==> config.mk <==
export PLATFORM = sky130hd
export DESIGN_NAME = keypad_bcd_calc
export DESIGN_NICKNAME = d
export VERILOG_FILES = /design/src/rtl/keycalc_pkg.sv /design/src/rtl/bcd_dd_serial.sv /design/src/rtl/keypad_bcd_calc.sv
export SDC_FILE = /design/constraint.sdc
export NUM_CORES = 1
export LEC_CHECK = 0
export CORE_ASPECT_RATIO = 1.25
export CORE_MARGIN = 2
export CORE_UTILIZATION = 45
export CTS_CLUSTER_DIAMETER = 40
export CTS_CLUSTER_SIZE = 8
export DETAILED_ROUTE_END_ITERATION = 10
export PLACE_DENSITY = 0.63
export SLEW_MARGIN = 15
export SYNTH_ARGS = -nofsm -noshare
export SYNTH_HDL_FRONTEND = slang
export SYNTH_SLANG_ARGS = --single-unit
==> constraint.sdc <==
create_clock -name clk -period 4 [get_ports clk]
set_input_delay 0.4 -clock clk [delete_from_list [all_inputs] [get_ports clk]]
set_output_delay 0.4 -clock clk [all_outputs]
set_load 0.02 [all_outputs]
==> src/rtl/keycalc_pkg.sv <==
// Shared state/op types and raw keypad codes for keypad_bcd_calc.
// The KEYCALC_SUB_EN build macro is consumed by keypad_bcd_calc.sv.
package keycalc_pkg;

  typedef enum logic [1:0] {
    StA    = 2'd0,
    StB    = 2'd1,
    StConv = 2'd2,
    StShow = 2'd3
  } state_e;

  typedef enum logic {
    OpAdd = 1'b0,
    OpSub = 1'b1
  } op_e;

  localparam logic [3:0] KEY_NONE = 4'hF;
  localparam logic [3:0] KEY_ADD  = 4'hA;
  localparam logic [3:0] KEY_SUB  = 4'hB;
  localparam logic [3:0] KEY_CLR  = 4'hC;
  localparam logic [3:0] KEY_EQ   = 4'hE;

  function automatic logic is_digit(input logic [3:0] k);
    return k <= 4'd9;
  endfunction

endpackage

==> src/rtl/bcd_dd_serial.sv <==
// Bit-serial double-dabble: one add-3-then-shift step per cycle, RW cycles per conversion.
module bcd_dd_serial #(
  parameter int unsigned RW = 11,
  parameter int unsigned ND = 4
) (
  input  logic            clk,
  input  logic            rst_n,
  input  logic            start,
  input  logic            abort,
  input  logic [RW-1:0]   bin,
  output logic            busy,
  output logic            done,
  output logic [4*ND-1:0] bcd
);

  localparam int unsigned CW = $clog2(RW + 1);

  logic [RW-1:0]   bin_q;
  logic [4*ND-1:0] bcd_q;
  logic [4*ND-1:0] bcd_adj;
  logic [CW-1:0]   cnt_q;
  logic            busy_q;
  logic            done_q;

  always_comb begin
    bcd_adj = bcd_q;
    for (int i = 0; i < int'(ND); i++) begin
      if (bcd_q[4*i +: 4] >= 4'd5) bcd_adj[4*i +: 4] = bcd_q[4*i +: 4] + 4'd3;
    end
  end

  always_ff @(posedge clk) begin
    if (!rst_n || abort) begin
      bin_q  <= '0;
      bcd_q  <= '0;
      cnt_q  <= '0;
      busy_q <= 1'b0;
      done_q <= 1'b0;
    end else begin
      done_q <= 1'b0;
      if (start) begin
        bin_q  <= bin;
        bcd_q  <= '0;
        cnt_q  <= '0;
        busy_q <= 1'b1;
      end else if (busy_q) begin
        {bcd_q, bin_q} <= {bcd_adj[4*ND-2:0], bin_q, 1'b0};
        cnt_q          <= cnt_q + CW'(1);
        if (cnt_q == CW'(RW - 1)) begin
          busy_q <= 1'b0;
          done_q <= 1'b1;
        end
      end
    end
  end

  assign busy = busy_q;
  assign done = done_q;
  assign bcd  = bcd_q;

endmodule

==> src/rtl/keypad_bcd_calc.sv <==
// Keypad calculator: two decimal operands, add (subtract with KEYCALC_SUB_EN), BCD result.
// Define KEYCALC_SUB_EN to build the subtract key and the result sign.
module keypad_bcd_calc
  import keycalc_pkg::*;
#(
  parameter int unsigned DIGITS = 3
) (
  input  logic                    clk,
  input  logic                    rst_n,
  input  logic [3:0]              sample,
  output logic [4*(DIGITS+1)-1:0] result_bcd,
  output logic                    result_neg,
  output logic                    result_valid,
  output logic                    busy,
  output logic                    key_err,
  output logic [3:0]              debug
);

  localparam int unsigned W     = $clog2(10 ** DIGITS);
  localparam int unsigned RW    = W + 1;
  localparam int unsigned ND    = DIGITS + 1;
  localparam int unsigned OpMax = 10 ** DIGITS - 1;
  localparam int unsigned CntW  = $clog2(DIGITS + 1);
`ifdef KEYCALC_SUB_EN
  localparam bit SubEn = 1'b1;
`else
  localparam bit SubEn = 1'b0;
`endif

  state_e          state_q;
  op_e             op_q;
  logic [3:0]      sample_q;
  logic [W-1:0]    a_q, b_q, cur, digit_val;
  logic [CntW-1:0] cnt_q;
  logic [RW-1:0]   r_q, r_calc;
  logic            neg_q, neg_calc;
  logic [4*ND-1:0] result_bcd_q, conv_bcd;
  logic            result_neg_q, result_valid_q, busy_q, key_err_q;
  logic            evt, clr, is_op, start_conv, conv_busy, conv_done;

  assign evt        = (sample != sample_q) && (sample != KEY_NONE);
  assign clr        = evt && (sample == KEY_CLR);
  assign is_op      = (sample == KEY_ADD) || (SubEn && (sample == KEY_SUB));
  assign start_conv = evt && (sample == KEY_EQ) && (state_q == StB);
  assign cur        = (state_q == StB) ? b_q : a_q;
  assign digit_val  = cur * W'(10) + W'(sample);

  always_comb begin
    r_calc   = '0;
    neg_calc = 1'b0;
    if (op_q == OpAdd) begin
      r_calc = RW'(a_q) + RW'(b_q);
    end
`ifdef KEYCALC_SUB_EN
    else if (a_q >= b_q) begin
      r_calc = RW'(a_q - b_q);
    end else begin
      r_calc   = RW'(b_q - a_q);
      neg_calc = 1'b1;
    end
`endif
  end

  bcd_dd_serial #(
    .RW(RW),
    .ND(ND)
  ) u_conv (
    .clk  (clk),
    .rst_n(rst_n),
    .start(start_conv),
    .abort(clr),
    .bin  (r_calc),
    .busy (conv_busy),
    .done (conv_done),
    .bcd  (conv_bcd)
  );

  always_ff @(posedge clk) begin
    if (!rst_n) begin
      state_q        <= StA;
      op_q           <= OpAdd;
      sample_q       <= KEY_NONE;
      a_q            <= '0;
      b_q            <= '0;
      cnt_q          <= '0;
      r_q            <= '0;
      neg_q          <= 1'b0;
      result_bcd_q   <= '0;
      result_neg_q   <= 1'b0;
      result_valid_q <= 1'b0;
      busy_q         <= 1'b0;
      key_err_q      <= 1'b0;
    end else begin
      sample_q  <= sample;
      key_err_q <= 1'b0;
      if (clr) begin
        state_q        <= StA;
        op_q           <= OpAdd;
        a_q            <= '0;
        b_q            <= '0;
        cnt_q          <= '0;
        r_q            <= '0;
        neg_q          <= 1'b0;
        result_bcd_q   <= '0;
        result_neg_q   <= 1'b0;
        result_valid_q <= 1'b0;
        busy_q         <= 1'b0;
      end else begin
        unique case (state_q)
          StA, StB: begin
            if (evt) begin
              if (is_digit(sample)) begin
                if (cnt_q < CntW'(DIGITS)) begin
                  if (state_q == StA) a_q <= digit_val;
                  else                b_q <= digit_val;
                  cnt_q <= cnt_q + CntW'(1);
                end else begin
                  key_err_q <= 1'b1;
                end
              end else if (is_op) begin
                op_q <= (SubEn && (sample == KEY_SUB)) ? OpSub : OpAdd;
                if (state_q == StA) begin
                  state_q <= StB;
                  cnt_q   <= '0;
                end
              end else if (start_conv) begin
                r_q     <= r_calc;
                neg_q   <= neg_calc;
                state_q <= StConv;
              end else begin
                key_err_q <= 1'b1;
              end
            end
          end
          StConv: begin
            // Delayed copy of the converter's busy lines up with the result latch edge.
            busy_q <= conv_busy;
            if (evt) key_err_q <= 1'b1;
            if (conv_done) begin
              result_bcd_q   <= conv_bcd;
              result_neg_q   <= neg_q;
              result_valid_q <= 1'b1;
              state_q        <= StShow;
            end
          end
          StShow: begin
            if (evt) begin
              if (is_digit(sample)) begin
                a_q            <= W'(sample);
                b_q            <= '0;
                cnt_q          <= CntW'(1);
                result_bcd_q   <= '0;
                result_neg_q   <= 1'b0;
                result_valid_q <= 1'b0;
                state_q        <= StA;
              end else if (is_op) begin
                if (!neg_q && (r_q <= RW'(OpMax))) begin
                  a_q            <= r_q[W-1:0];
                  b_q            <= '0;
                  cnt_q          <= '0;
                  op_q           <= (SubEn && (sample == KEY_SUB)) ? OpSub : OpAdd;
                  result_bcd_q   <= '0;
                  result_neg_q   <= 1'b0;
                  result_valid_q <= 1'b0;
                  state_q        <= StB;
                end else begin
                  key_err_q <= 1'b1;
                end
              end else if (sample != KEY_EQ) begin
                key_err_q <= 1'b1;
              end
            end
          end
          default: state_q <= StA;
        endcase
      end
    end
  end

  assign result_bcd   = result_bcd_q;
  assign result_neg   = SubEn & result_neg_q;
  assign result_valid = result_valid_q;
  assign busy         = busy_q;
  assign key_err      = key_err_q;
  assign debug        = ~(4'b0001 << state_q);

endmodule

==> results.md <==
- Status: finished clean
- Minimum clock period: between 3 and 4 ns
- Yosys top cell by area: dfxtp_1
- Final worst slack: 0.383 ns
- Rows: 43
- Final worst-path cycle share: 90.4%
- GRT overflow: 0
- Maximum level of the CTS H-tree: 3
- Max VDD drop: 0.174 mV
- Top-area cell type share of the netlist area: 34.9%
- Syn Inst Count: 622
- Max-Cap Viols: 0
- Max transition margin: 48.6%
- Post-place setup slack: between 0.2 and 0.3 ns
- EDFF count, synth: 0
- Placed Instances: about 760
- Port Buffer Count: 28
- Hold slack: 0.472 ns
- Area grow syn2layout: 11.7%
- Final Cell Area: 0.00583 sq mm
- Initial Util: 46.6%
- Worst setup path class: reg -> reg
- Layout fillers: 1,047
- TritonRoute pass-1 iters: 4
- Fin util: 52.1%
- RSZ-0062 raised after global routing: no
- CTS tree: done
- Cts bufs inserted: 9
- Synthesized area per cell: about 8.4 sq um
- Die Y: 124 microns
- Hold Vio Cnt, Final: 0
- Leak Pwr: between 2 and 2.5 nW
- Routed WL per cell: 15.2 microns
- DP Area: 0.00555 sq mm
- Number of global-route vias before repair: between 4,000 and 5,000
- Worst-Margin Slew: 0.770 ns
- Routed Wire Length: 11,800 microns
- Final clock skew: roughly 0.011 ns
- Clock sinks: around 90
- Pwr per Cell Area: 362 mW/mm^2
- Final Total Pwr: 2.11 mW
- Post-DRT Antenna Nets: 0
- Register bit count reported by yosys: 91
- Largest net degree at the start of global routing: 37
- CTS clk-pin slew, worst paths: 0.07 ns
- Diodes inserted: 0
- Commonest non-fill, non-tap cell in the layout: dfxtp_1
- Worst skew pair latency: roughly 0.34 ns
- Post-synthesis sequential area ratio: 34.9%
- Slew Viols, Final: 0
- Yosys cell types: 59
- Ys async rst share: 0%
- Finish-stage setup viols: 0
- Worst Path Max Fanout: 12
- Clock Root Buffer: clkbuf_16
- DRC Markers: 0
- Area of the multi-input gates: between 0.003 and 0.004 sq mm
- Final #Nets: 678
- # IOs: 30
- Max Clock Freq: 276 MHz
- Total number of vias: 4,316
- Clock Path Buffers: 2
- Most frequent cells in the layout: dfxtp_1, nor2_1, nand2_1
- Post-CTS setup buffers: 0
- Crit path arrival time: about 3.8 ns
- Hold buffers post-CTS: 0
- Layout cell share with drive strength beyond 1: 6.89%
- Initial DRC count: 206
- Hold WC Path Type: reg -> reg
- Startpoint types: flip-flop
- CORE AREA: roughly 0.011 sq mm
- Initial antenna violation count: 0
- Synth Net Count: between 600 and 700
- Die X: 100 microns
- Layout Cells excl Fill: 774
- Dpl hpwl: approximately 8600 microns
- CP Capture Type: flip-flop
- Sequential cell area: between 0.0015 and 0.002 sq mm
- Global-route wire length before repair: 20,300 microns
- Ys flop type: dfxtp_1
- Area contributors post-synth: dfxtp_1, ha_1, mux2i_1
- R2R Setup Slk: 0.38 ns
- TNS Setup: 0 ns
- Die area: 0.0125 sq mm
- CP required: 4.22 ns
- Post-DR vias/cell: 5.58
- RePlAce Congestion: 0.860
- GRT Util Overall: 19.6%
- Synth Cell Area: 0.00522 sq mm
- Synth warnings: 0
- Post-CTS sizing: 0
metal layers:
layer / vias up / part of all wire, % / global-route usage [%]
li1: 2192 / - / -
met1: 2021 / 45 / 24.8
met2: 88 / 49 / 33.1
met3: 15 / 4.2 / 3.31
met4: 0 / 1.9 / 7.01
met5: - / 0 / 0
power breakdown:
group / total, mW / leakage [nW] / switching, mW / internal (mW)
combinational: 0.362 / 1.41 / 0.218 / 0.143
sequential: 0.947 / 0.737 / 0.0191 / 0.928
clock: 0.801 / 0.136 / 0.344 / 0.457
critical path, stage by stage, from the launching register on:
cell	delay, ns
dfxtp_1	0.40
and2b_1	0.44
inv_2	0.19
nand2_1	0.10
nand2_1	0.08
ha_1	0.30
ha_1	0.23
fa_1	0.40
xor2_1	0.31
nand2_1	0.09
nor2_1	0.31
and4_1	0.27
nor3_1	0.05
or3_1	0.33
cells in the mapped netlist, types with 3 or more instances:
cell       n
o21bai_1   3
nand3_1   14
nand2b_1  17
o211ai_1   3
a211oi_1  12
mux2i_1   34
xnor2_1   14
nor4_1     5
o21ai_0   32
xor2_1    16
fa_1       3
a21o_1     8
buf_2     16
nand4_1    9
buf_4      5
dfxtp_1   91
nand2_1   64
nor2_1    72
inv_1     17
o211a_1    3
clkbuf_1  12
a21oi_1   56
a31oi_1    6
nand3b_1   5
buf_6      5
nor3_1    10
mux2_2     6
nor2b_1   11
ha_1      35
o21a_1     3
layout make-up:
class / count / share of cell area (%)
repair buffers: 39 / 6.22
flip-flops and latches: 91 / 31.3
inverters: 19 / 1.22
clock buffers: 13 / 4.46
clock inverters: 3 / 0.365
multi-input cells: 474 / 53.6
well taps: 135 / 2.90
cell families (layout without fill, tap and decap cells):
| logic type | count (synthesis) | count (layout) | synth area share (%) |
|---|---|---|---|
| AOI/OAI and AO/OA | 145 | 145 | 17.2 |
| xor gates and xnor gates | 30 | 30 | 5.04 |
| adders and majority gates | 38 | 38 | 9.54 |
| buffers and inverters | 57 | 74 | 5.56 |
| DFF | 91 | 91 | 34.9 |
| muxes | 40 | 40 | 7.82 |
| other | 1 | 1 | 0.0719 |
| and+or+nand+nor | 220 | 220 | 19.9 |
worst paths after layout:
path                            cells after the start               startpoint                   to
worst max-delay path                               13  state_q[1]$_SDFFE_PP0P_  a_q[9]$_SDFFE_PP0P_
worst max register to register                     13  state_q[1]$_SDFFE_PP0P_  a_q[9]$_SDFFE_PP0P_
worst min-delay path                                2      r_q[2]$_SDFFE_PP0P_  r_q[2]$_SDFFE_PP0P_
worst min register to register                      2      r_q[2]$_SDFFE_PP0P_  r_q[2]$_SDFFE_PP0P_
registers in the layout, indices dropped and copies added (netlist names), 4 cells and up:
signal	flops
r_q	11
u_conv.bin_q	11
u_conv.cnt_q	4
a_q	10
b_q	10
result_bcd	16
u_conv.bcd	16
sample_q	4
No activity file was read; power rests on OpenSTA's default activity.
